### config.mk
export PLATFORM = sky130hd
export DESIGN_NAME = fpu_req_scheduler_flat
export DESIGN_NICKNAME = d
export VERILOG_FILES = /design/src/rtl/fpu_req_scheduler_if.sv /design/src/rtl/fpu_req_scheduler.sv /design/src/flat_wrapper.sv
export SDC_FILE = /design/constraint.sdc
export NUM_CORES = 1
export LEC_CHECK = 0
export ABC_AREA = 1
export BUFFER_PORTS_ARGS = -buffer_cell sky130_fd_sc_hd__buf_2
export CAP_MARGIN = 20
export CORE_AREA = 2 2 172 174
export DETAILED_ROUTE_END_ITERATION = 8
export DIE_AREA = 0 0 174 176
export PLACE_DENSITY = 0.61
export SYNTH_ARGS = -nofsm -noshare
export SYNTH_HDL_FRONTEND = slang
export SYNTH_SLANG_ARGS = --single-unit
### constraint.sdc
create_clock -name clk -period 2.05 [get_ports clk]
set_input_delay 0.41 -clock clk [delete_from_list [all_inputs] [get_ports clk]]
set_output_delay 0.41 -clock clk [all_outputs]
set_load 0.03 [all_outputs]
### src/rtl/fpu_req_scheduler_if.sv
// Bundle of requester-side and FPU-side signals around fpu_req_scheduler.
// slave = the scheduler, master = the environment (requesters plus the FPU).
//
// Handshakes: req is a level held until the one-cycle gnt that accepts it.
// fpu_doorbell and fpu_done are one-cycle pulses. rsp_valid stays high and
// rsp_result/rsp_flags stay stable until the matching rsp_ack bit is seen.
interface fpu_req_scheduler_if #(
  parameter int NUM_REQ = 4,
  parameter int OP_W    = 4
);
  logic [NUM_REQ-1:0]      req;
  logic [NUM_REQ*OP_W-1:0] req_op;
  logic [NUM_REQ*32-1:0]   req_a;
  logic [NUM_REQ*32-1:0]   req_b;
  logic [NUM_REQ-1:0]      int_en;
  logic [NUM_REQ-1:0]      gnt;
  logic                    fpu_doorbell;
  logic [OP_W-1:0]         fpu_op;
  logic [31:0]             fpu_a;
  logic [31:0]             fpu_b;
  logic                    fpu_done;
  logic [31:0]             fpu_result;
  logic [3:0]              fpu_flags;
  logic [NUM_REQ-1:0]      rsp_valid;
  logic [NUM_REQ-1:0]      rsp_ack;
  logic [31:0]             rsp_result;
  logic [3:0]              rsp_flags;
  logic [NUM_REQ-1:0]      irq;

  modport slave (
    input  req, req_op, req_a, req_b, int_en, fpu_done, fpu_result, fpu_flags, rsp_ack,
    output gnt, fpu_doorbell, fpu_op, fpu_a, fpu_b, rsp_valid, rsp_result, rsp_flags, irq
  );

  modport master (
    output req, req_op, req_a, req_b, int_en, fpu_done, fpu_result, fpu_flags, rsp_ack,
    input  gnt, fpu_doorbell, fpu_op, fpu_a, fpu_b, rsp_valid, rsp_result, rsp_flags, irq
  );
endinterface

### src/rtl/fpu_req_scheduler.sv
// Round-robin scheduler sharing one FPU among NUM_REQ requesters, one op at a time.
// Optional FPU_SCHED_TIMEOUT_EN: WAIT gives up after 1024 cycles with a qNaN/invalid result.
module fpu_req_scheduler #(
  parameter int NUM_REQ  = 4,
  parameter int OP_W     = 4,
  parameter int RR_PTR_W = 2
) (
  input  logic                  clk,
  input  logic                  reset,
  fpu_req_scheduler_if.slave    bus,
  output logic                  busy,
  output logic [1:0]            state_dbg
);

  typedef enum logic [1:0] {
    IDLE  = 2'd0,
    ISSUE = 2'd1,
    WAIT  = 2'd2,
    RESP  = 2'd3
  } state_t;

  state_t               state, state_nx;
  logic [RR_PTR_W-1:0]  rr_ptr;
  logic [RR_PTR_W-1:0]  sel_q;
  logic [RR_PTR_W-1:0]  pick_idx;
  logic                 pick_valid;
  logic [NUM_REQ-1:0]   gnt_c;
  logic [NUM_REQ-1:0]   sel_onehot;
  logic                 doorbell_c;
  logic                 timeout_hit;

  // Index base+off wrapped into 0..NUM_REQ-1, so non-power-of-two counts never alias.
  function automatic logic [RR_PTR_W-1:0] wrap_idx(input logic [RR_PTR_W-1:0] base,
                                                   input int off);
    int s;
    s = int'(base) + off;
    if (s >= NUM_REQ) s = s - NUM_REQ;
    return RR_PTR_W'(s);
  endfunction

  always_comb begin
    pick_valid = 1'b0;
    pick_idx   = '0;
    for (int i = 0; i < NUM_REQ; i++) begin
      if (!pick_valid && bus.req[wrap_idx(rr_ptr, i)]) begin
        pick_valid = 1'b1;
        pick_idx   = wrap_idx(rr_ptr, i);
      end
    end
  end

  assign sel_onehot = NUM_REQ'(1) << sel_q;

`ifdef FPU_SCHED_TIMEOUT_EN
  logic [15:0] wait_cnt;

  always_ff @(posedge clk) begin
    if (reset) begin
      wait_cnt <= '0;
    end else if (state == ISSUE) begin
      wait_cnt <= '0;
    end else if (state == WAIT) begin
      wait_cnt <= wait_cnt + 16'd1;
    end
  end

  assign timeout_hit = (state == WAIT) && !bus.fpu_done && (wait_cnt == 16'd1023);
`else
  assign timeout_hit = 1'b0;
`endif

  always_ff @(posedge clk) begin
    if (reset) state <= IDLE;
    else       state <= state_nx;
  end

  always_comb begin
    state_nx   = state;
    gnt_c      = '0;
    doorbell_c = 1'b0;
    case (state)
      IDLE: begin
        if (pick_valid) begin
          gnt_c    = NUM_REQ'(1) << pick_idx;
          state_nx = ISSUE;
        end
      end
      ISSUE: begin
        doorbell_c = 1'b1;
        state_nx   = WAIT;
      end
      WAIT: begin
        if (bus.fpu_done || timeout_hit) state_nx = RESP;
      end
      RESP: begin
        if (bus.rsp_ack[sel_q]) state_nx = IDLE;
      end
      default: state_nx = IDLE;
    endcase
  end

  // gnt is combinational from req in IDLE, so hold it low while reset is applied.
  assign bus.gnt          = reset ? '0 : gnt_c;
  assign bus.fpu_doorbell = reset ? 1'b0 : doorbell_c;
  assign busy             = (state != IDLE);
  assign state_dbg        = state;

  always_ff @(posedge clk) begin
    if (reset) begin
      rr_ptr         <= '0;
      sel_q          <= '0;
      bus.fpu_op     <= '0;
      bus.fpu_a      <= '0;
      bus.fpu_b      <= '0;
      bus.rsp_valid  <= '0;
      bus.rsp_result <= '0;
      bus.rsp_flags  <= '0;
      bus.irq        <= '0;
    end else begin
      case (state)
        IDLE: begin
          if (pick_valid) begin
            sel_q      <= pick_idx;
            bus.fpu_op <= bus.req_op[pick_idx*OP_W +: OP_W];
            bus.fpu_a  <= bus.req_a[pick_idx*32 +: 32];
            bus.fpu_b  <= bus.req_b[pick_idx*32 +: 32];
          end
        end
        WAIT: begin
          if (bus.fpu_done) begin
            bus.rsp_result <= bus.fpu_result;
            bus.rsp_flags  <= bus.fpu_flags;
            bus.rsp_valid  <= sel_onehot;
            bus.irq        <= sel_onehot & bus.int_en;
          end else if (timeout_hit) begin
            bus.rsp_result <= 32'h7FC0_0000;
            bus.rsp_flags  <= 4'b1000;
            bus.rsp_valid  <= sel_onehot;
            bus.irq        <= sel_onehot & bus.int_en;
          end
        end
        RESP: begin
          if (bus.rsp_ack[sel_q]) begin
            bus.rsp_valid <= '0;
            bus.irq       <= '0;
            rr_ptr        <= (sel_q == RR_PTR_W'(NUM_REQ - 1)) ? '0 : sel_q + 1'b1;
          end
        end
        default: ;
      endcase
    end
  end

endmodule

### src/flat_wrapper.sv
// flat-port wrapper written by rule: the top's interface ports become plain ports
module fpu_req_scheduler_flat 
#(
  parameter int NUM_REQ  = 4,
  parameter int OP_W     = 4,
  parameter int RR_PTR_W = 2
)
  (clk, reset, busy, state_dbg, bus_req, bus_req_op, bus_req_a, bus_req_b, bus_int_en, bus_fpu_done, bus_fpu_result, bus_fpu_flags, bus_rsp_ack, bus_gnt, bus_fpu_doorbell, bus_fpu_op, bus_fpu_a, bus_fpu_b, bus_rsp_valid, bus_rsp_result, bus_rsp_flags, bus_irq);
  fpu_req_scheduler_if #(.NUM_REQ(NUM_REQ), .OP_W(OP_W)) bus_i ();
  input  logic clk;
  input  logic reset;
  output logic busy;
  output logic [1:0] state_dbg;
  input wire logic [$bits(bus_i.req)-1:0] bus_req;
  input wire logic [$bits(bus_i.req_op)-1:0] bus_req_op;
  input wire logic [$bits(bus_i.req_a)-1:0] bus_req_a;
  input wire logic [$bits(bus_i.req_b)-1:0] bus_req_b;
  input wire logic [$bits(bus_i.int_en)-1:0] bus_int_en;
  input wire logic [$bits(bus_i.fpu_done)-1:0] bus_fpu_done;
  input wire logic [$bits(bus_i.fpu_result)-1:0] bus_fpu_result;
  input wire logic [$bits(bus_i.fpu_flags)-1:0] bus_fpu_flags;
  input wire logic [$bits(bus_i.rsp_ack)-1:0] bus_rsp_ack;
  output wire logic [$bits(bus_i.gnt)-1:0] bus_gnt;
  output wire logic [$bits(bus_i.fpu_doorbell)-1:0] bus_fpu_doorbell;
  output wire logic [$bits(bus_i.fpu_op)-1:0] bus_fpu_op;
  output wire logic [$bits(bus_i.fpu_a)-1:0] bus_fpu_a;
  output wire logic [$bits(bus_i.fpu_b)-1:0] bus_fpu_b;
  output wire logic [$bits(bus_i.rsp_valid)-1:0] bus_rsp_valid;
  output wire logic [$bits(bus_i.rsp_result)-1:0] bus_rsp_result;
  output wire logic [$bits(bus_i.rsp_flags)-1:0] bus_rsp_flags;
  output wire logic [$bits(bus_i.irq)-1:0] bus_irq;
  assign bus_i.req = bus_req;
  assign bus_i.req_op = bus_req_op;
  assign bus_i.req_a = bus_req_a;
  assign bus_i.req_b = bus_req_b;
  assign bus_i.int_en = bus_int_en;
  assign bus_i.fpu_done = bus_fpu_done;
  assign bus_i.fpu_result = bus_fpu_result;
  assign bus_i.fpu_flags = bus_fpu_flags;
  assign bus_i.rsp_ack = bus_rsp_ack;
  assign bus_gnt = bus_i.gnt;
  assign bus_fpu_doorbell = bus_i.fpu_doorbell;
  assign bus_fpu_op = bus_i.fpu_op;
  assign bus_fpu_a = bus_i.fpu_a;
  assign bus_fpu_b = bus_i.fpu_b;
  assign bus_rsp_valid = bus_i.rsp_valid;
  assign bus_rsp_result = bus_i.rsp_result;
  assign bus_rsp_flags = bus_i.rsp_flags;
  assign bus_irq = bus_i.irq;
  fpu_req_scheduler #(.NUM_REQ(NUM_REQ), .OP_W(OP_W), .RR_PTR_W(RR_PTR_W)) u_core (.clk(clk), .reset(reset), .bus(bus_i), .busy(busy), .state_dbg(state_dbg));
endmodule
==> flow_metrics.env <==
export IMPL_die_x_um=174
export IMPL_clkTransAtPathRegs_ns=0.07
export IMPL_failed_checks="negative setup slack"
export IMPL_drc_errors=0
export IMPL_maxCapViolations=0
export IMPL_synth_nets=1385
export IMPL_hp_class="in -> reg"
export IMPL_hpwl_um=22400
export IMPL_arrival_ns=2.01
export IMPL_clock_path_buffers=2
export IMPL_drt_total_wl_um=33600
export IMPL_stdcell_count=1953
export IMPL_fmax_ghz=0.412
export IMPL_setup_slack_ns=-0.375
export IMPL_grt_max_degree=45
export IMPL_via_count=9015
export IMPL_nFillCells=3018
export IMPL_dp_cells=1864
export IMPL_cts_tree="done"
export IMPL_grt_setup_unrepaired="true"
export IMPL_first_iter_violations=424
export IMPL_layout_commonest_cell="buf_2"
export IMPL_synth_async_reset_ratio_pct=0
export IMPL_grt_usage_pct=20.4
export IMPL_grt_pass1_wl_um=48500
export IMPL_clock_sinks=118
export IMPL_finalSetupViolCount=72
export IMPL_pwr_share_comb_pct=57.6
export IMPL_cp_start_kind="register"
export IMPL_clock_latency_ns=0.42
export IMPL_period_share_pct=118
export IMPL_p_int_mw=8.72
export IMPL_area_delta_synth_final_pct=71.8
export IMPL_ant_nets=0
export IMPL_synth_area_mm2=0.00693
export IMPL_crit_path_end_kind="output pin"
export IMPL_yosysWarnings=0
export IMPL_p_clk_share_pct=21.2
export IMPL_synth_edff_count=0
export IMPL_die_h_um=176
export IMPL_fin_nets=1884
export IMPL_sw_frac_of_total_pct=43.2
export IMPL_netlist_instances=1053
export IMPL_synth_seq_cells=118
export IMPL_slew_headroom_pct=62.1
export IMPL_root_buffer="clkbuf_16"
export IMPL_cts_hold_buf=0
export IMPL_synth_cell_types=26
export IMPL_synth_area_per_cell_um2=6.58
export IMPL_grt_ovfl_total=0
export IMPL_grt_pass1_vias=8876
export IMPL_switching_power_mw=6.62
export IMPL_fin_tns_setup_ns=-9.45
export IMPL_post_place_ws_ns=-0.108
export IMPL_crit_type="reg -> out"
export IMPL_hold_viol=0
export IMPL_worstHoldStart="bus_req_b[63]"
export IMPL_placed_cell_area_mm2=0.00987
export IMPL_layout_min_cycle_time_ns=2.42
export IMPL_core_region_area_mm2=0.0285
export IMPL_status="finished with violations"
export IMPL_area_sequential_mm2=0.00237
export IMPL_synthFlopType="dfxtp_1"
export IMPL_dieArea_mm2=0.0306
export IMPL_power_total_mw=15.3
export IMPL_port_buffers=442
export IMPL_wl_per_cell_um=17.2
export IMPL_synth_seq_area_share_pct=34.1
export IMPL_ios=443
export IMPL_h_tree_depth=4
export IMPL_fin_area_mm2=0.0119
export IMPL_antenna_found_initial=5
export IMPL_critPathMaxFanout=5
export IMPL_initial_core_util_pct=24.3
export IMPL_p_leak_nw=6.35
export IMPL_firstDrtPassIters=5
export IMPL_rows=62
export IMPL_cts_buffers=17
export IMPL_slew_viol_final=0
export IMPL_gp_congestion=0.860
export IMPL_avgViaCountPerCell=4.62
export IMPL_ir_drop_v=0.000645
export IMPL_multi_input_area_mm2=0.00388
export IMPL_layout_common_cells="438 x buf_2, 230 x nand2_1, 142 x inv_1"
export IMPL_required_ns=1.64
export IMPL_power_density_mw_per_mm2=1290
export IMPL_cp_startpoint="u_core.rr_ptr[0]"
export IMPL_drive_above_1_share_pct=42.0
export IMPL_worst_slew_pin_slew_ns=0.565
export IMPL_p_seq_share_pct=21.2
export IMPL_r2r_start="u_core.rr_ptr[0]"
export IMPL_finClkSkew_ns=0.0106
[cells in the mapped netlist (3+ instances only)]
library cell  instances  area, µm²
dfxtp_1             118       2360
nand3_4               4       70.1
buf_2                29        145
buf_6                 7       78.8
nand2_1             261        980
nor2_1               83        312
inv_1               146        548
clkbuf_1             29        109
nand3_1             150        751
nand3b_1             62        465
a21oi_1              12       60.1
buf_4                 4       30.0
o211ai_1             62        465
inv_2                 3       11.3
o21ai_0              44        220
ha_1                  9        113
nand4_1              16        100
[power groups by stage]
| stage | logic (mW) | clock network, mW | registers [mW] |
|---|---|---|---|
| after floorplan | 2.87 | 0 | 4.43 |
| after global placement | 6.45 | 0 | 3.27 |
| after detailed placement | 6.52 | 0 | 3.28 |
| after CTS | 8.22 | 3.33 | 3.25 |
| after global routing | 9.48 | 3.40 | 3.32 |
| final | 8.83 | 3.26 | 3.25 |
[area by class of cell]
| class | instances | area share [%] |
|---|---|---|
| antenna | 4 | 0.0841 |
| clock buffer | 19 | 3.72 |
| clock inverter | 13 | 1.45 |
| inverter | 151 | 4.87 |
| multi-input combinational | 714 | 32.6 |
| sequential | 118 | 19.9 |
| tap | 384 | 4.04 |
| timing repair buffer | 550 | 33.3 |
[kinds of logic after synthesis]
logic type | count (synthesis) | synth area share, %
fa+ha+maj | 9 | 1.63
flops | 118 | 34.1
buf+inv | 221 | 13.5
compound gates | 121 | 11.0
simple gates | 584 | 39.7
[stage by stage]
stage | util, % | hold WS [ns]
2_1_floorplan | - | 0.518
3_3_place_gp | 34.6 | 0.438
3_5_place_dp | 34.6 | 0.436
4_1_cts | 40.3 | 0.216
5_1_grt | 41.7 | 0.228
6_report | 41.7 | 0.232
[repair_timing]
| item | in CTS | in global routing |
|---|---|---|
| gates cloned | 16 | 13 |
| pin swaps | 32 | 23 |
| endpoints found under the hold margin | 0 | 0 |
| gates resized for setup | 103 | 30 |
| setup endpoints to repair | 54 | 74 |
| buffers inserted | 23 | 8 |
[metal layers]
metal	vias up	share of wire, %	track usage, %	wire length (µm)
met2	371	49	34.8	16400
met5	-	0.048	0	16
met3	36	8.0	6.52	2670
met1	4176	41	23.7	13700
met4	2	2.4	8.26	800
li1	4430	-	-	-
[worst paths after layout]
path / endpoint / slack (ns) / cells past startpoint
hold / removal: u_core.bus.fpu_b[31] / 0.23 / 3
setup reg to reg: u_core.bus.fpu_a[21] / -0.20 / 16
hold reg to reg: u_core.bus.fpu_b[12] / 0.45 / 2
setup / recovery: bus_gnt[0] / -0.37 / 13
[state kept, by name, indices dropped and copies added, names as in the netlist, 4 cells and up]
| signal | count |
|---|---|
| u_core.bus.irq | 4 |
| u_core.bus.rsp_valid | 4 |
| u_core.bus.fpu_b | 32 |
| u_core.bus.rsp_flags | 4 |
| u_core.bus.fpu_op | 4 |
| u_core.bus.fpu_a | 32 |
| u_core.bus.rsp_result | 32 |
[worst max-delay path: stages (launching register included)]
cell     delay (ns)
dfxtp_4        0.39
buf_8          0.15
nand2_4        0.05
nand2_4        0.09
nand2_2        0.07
nand2_2        0.06
nand2_2        0.07
nand2_2        0.08
nand2_2        0.05
nand2_2        0.08
inv_4          0.05
buf_6          0.11
nor3_4         0.17
buf_6          0.16
Power figures use the tool's default switching activity.
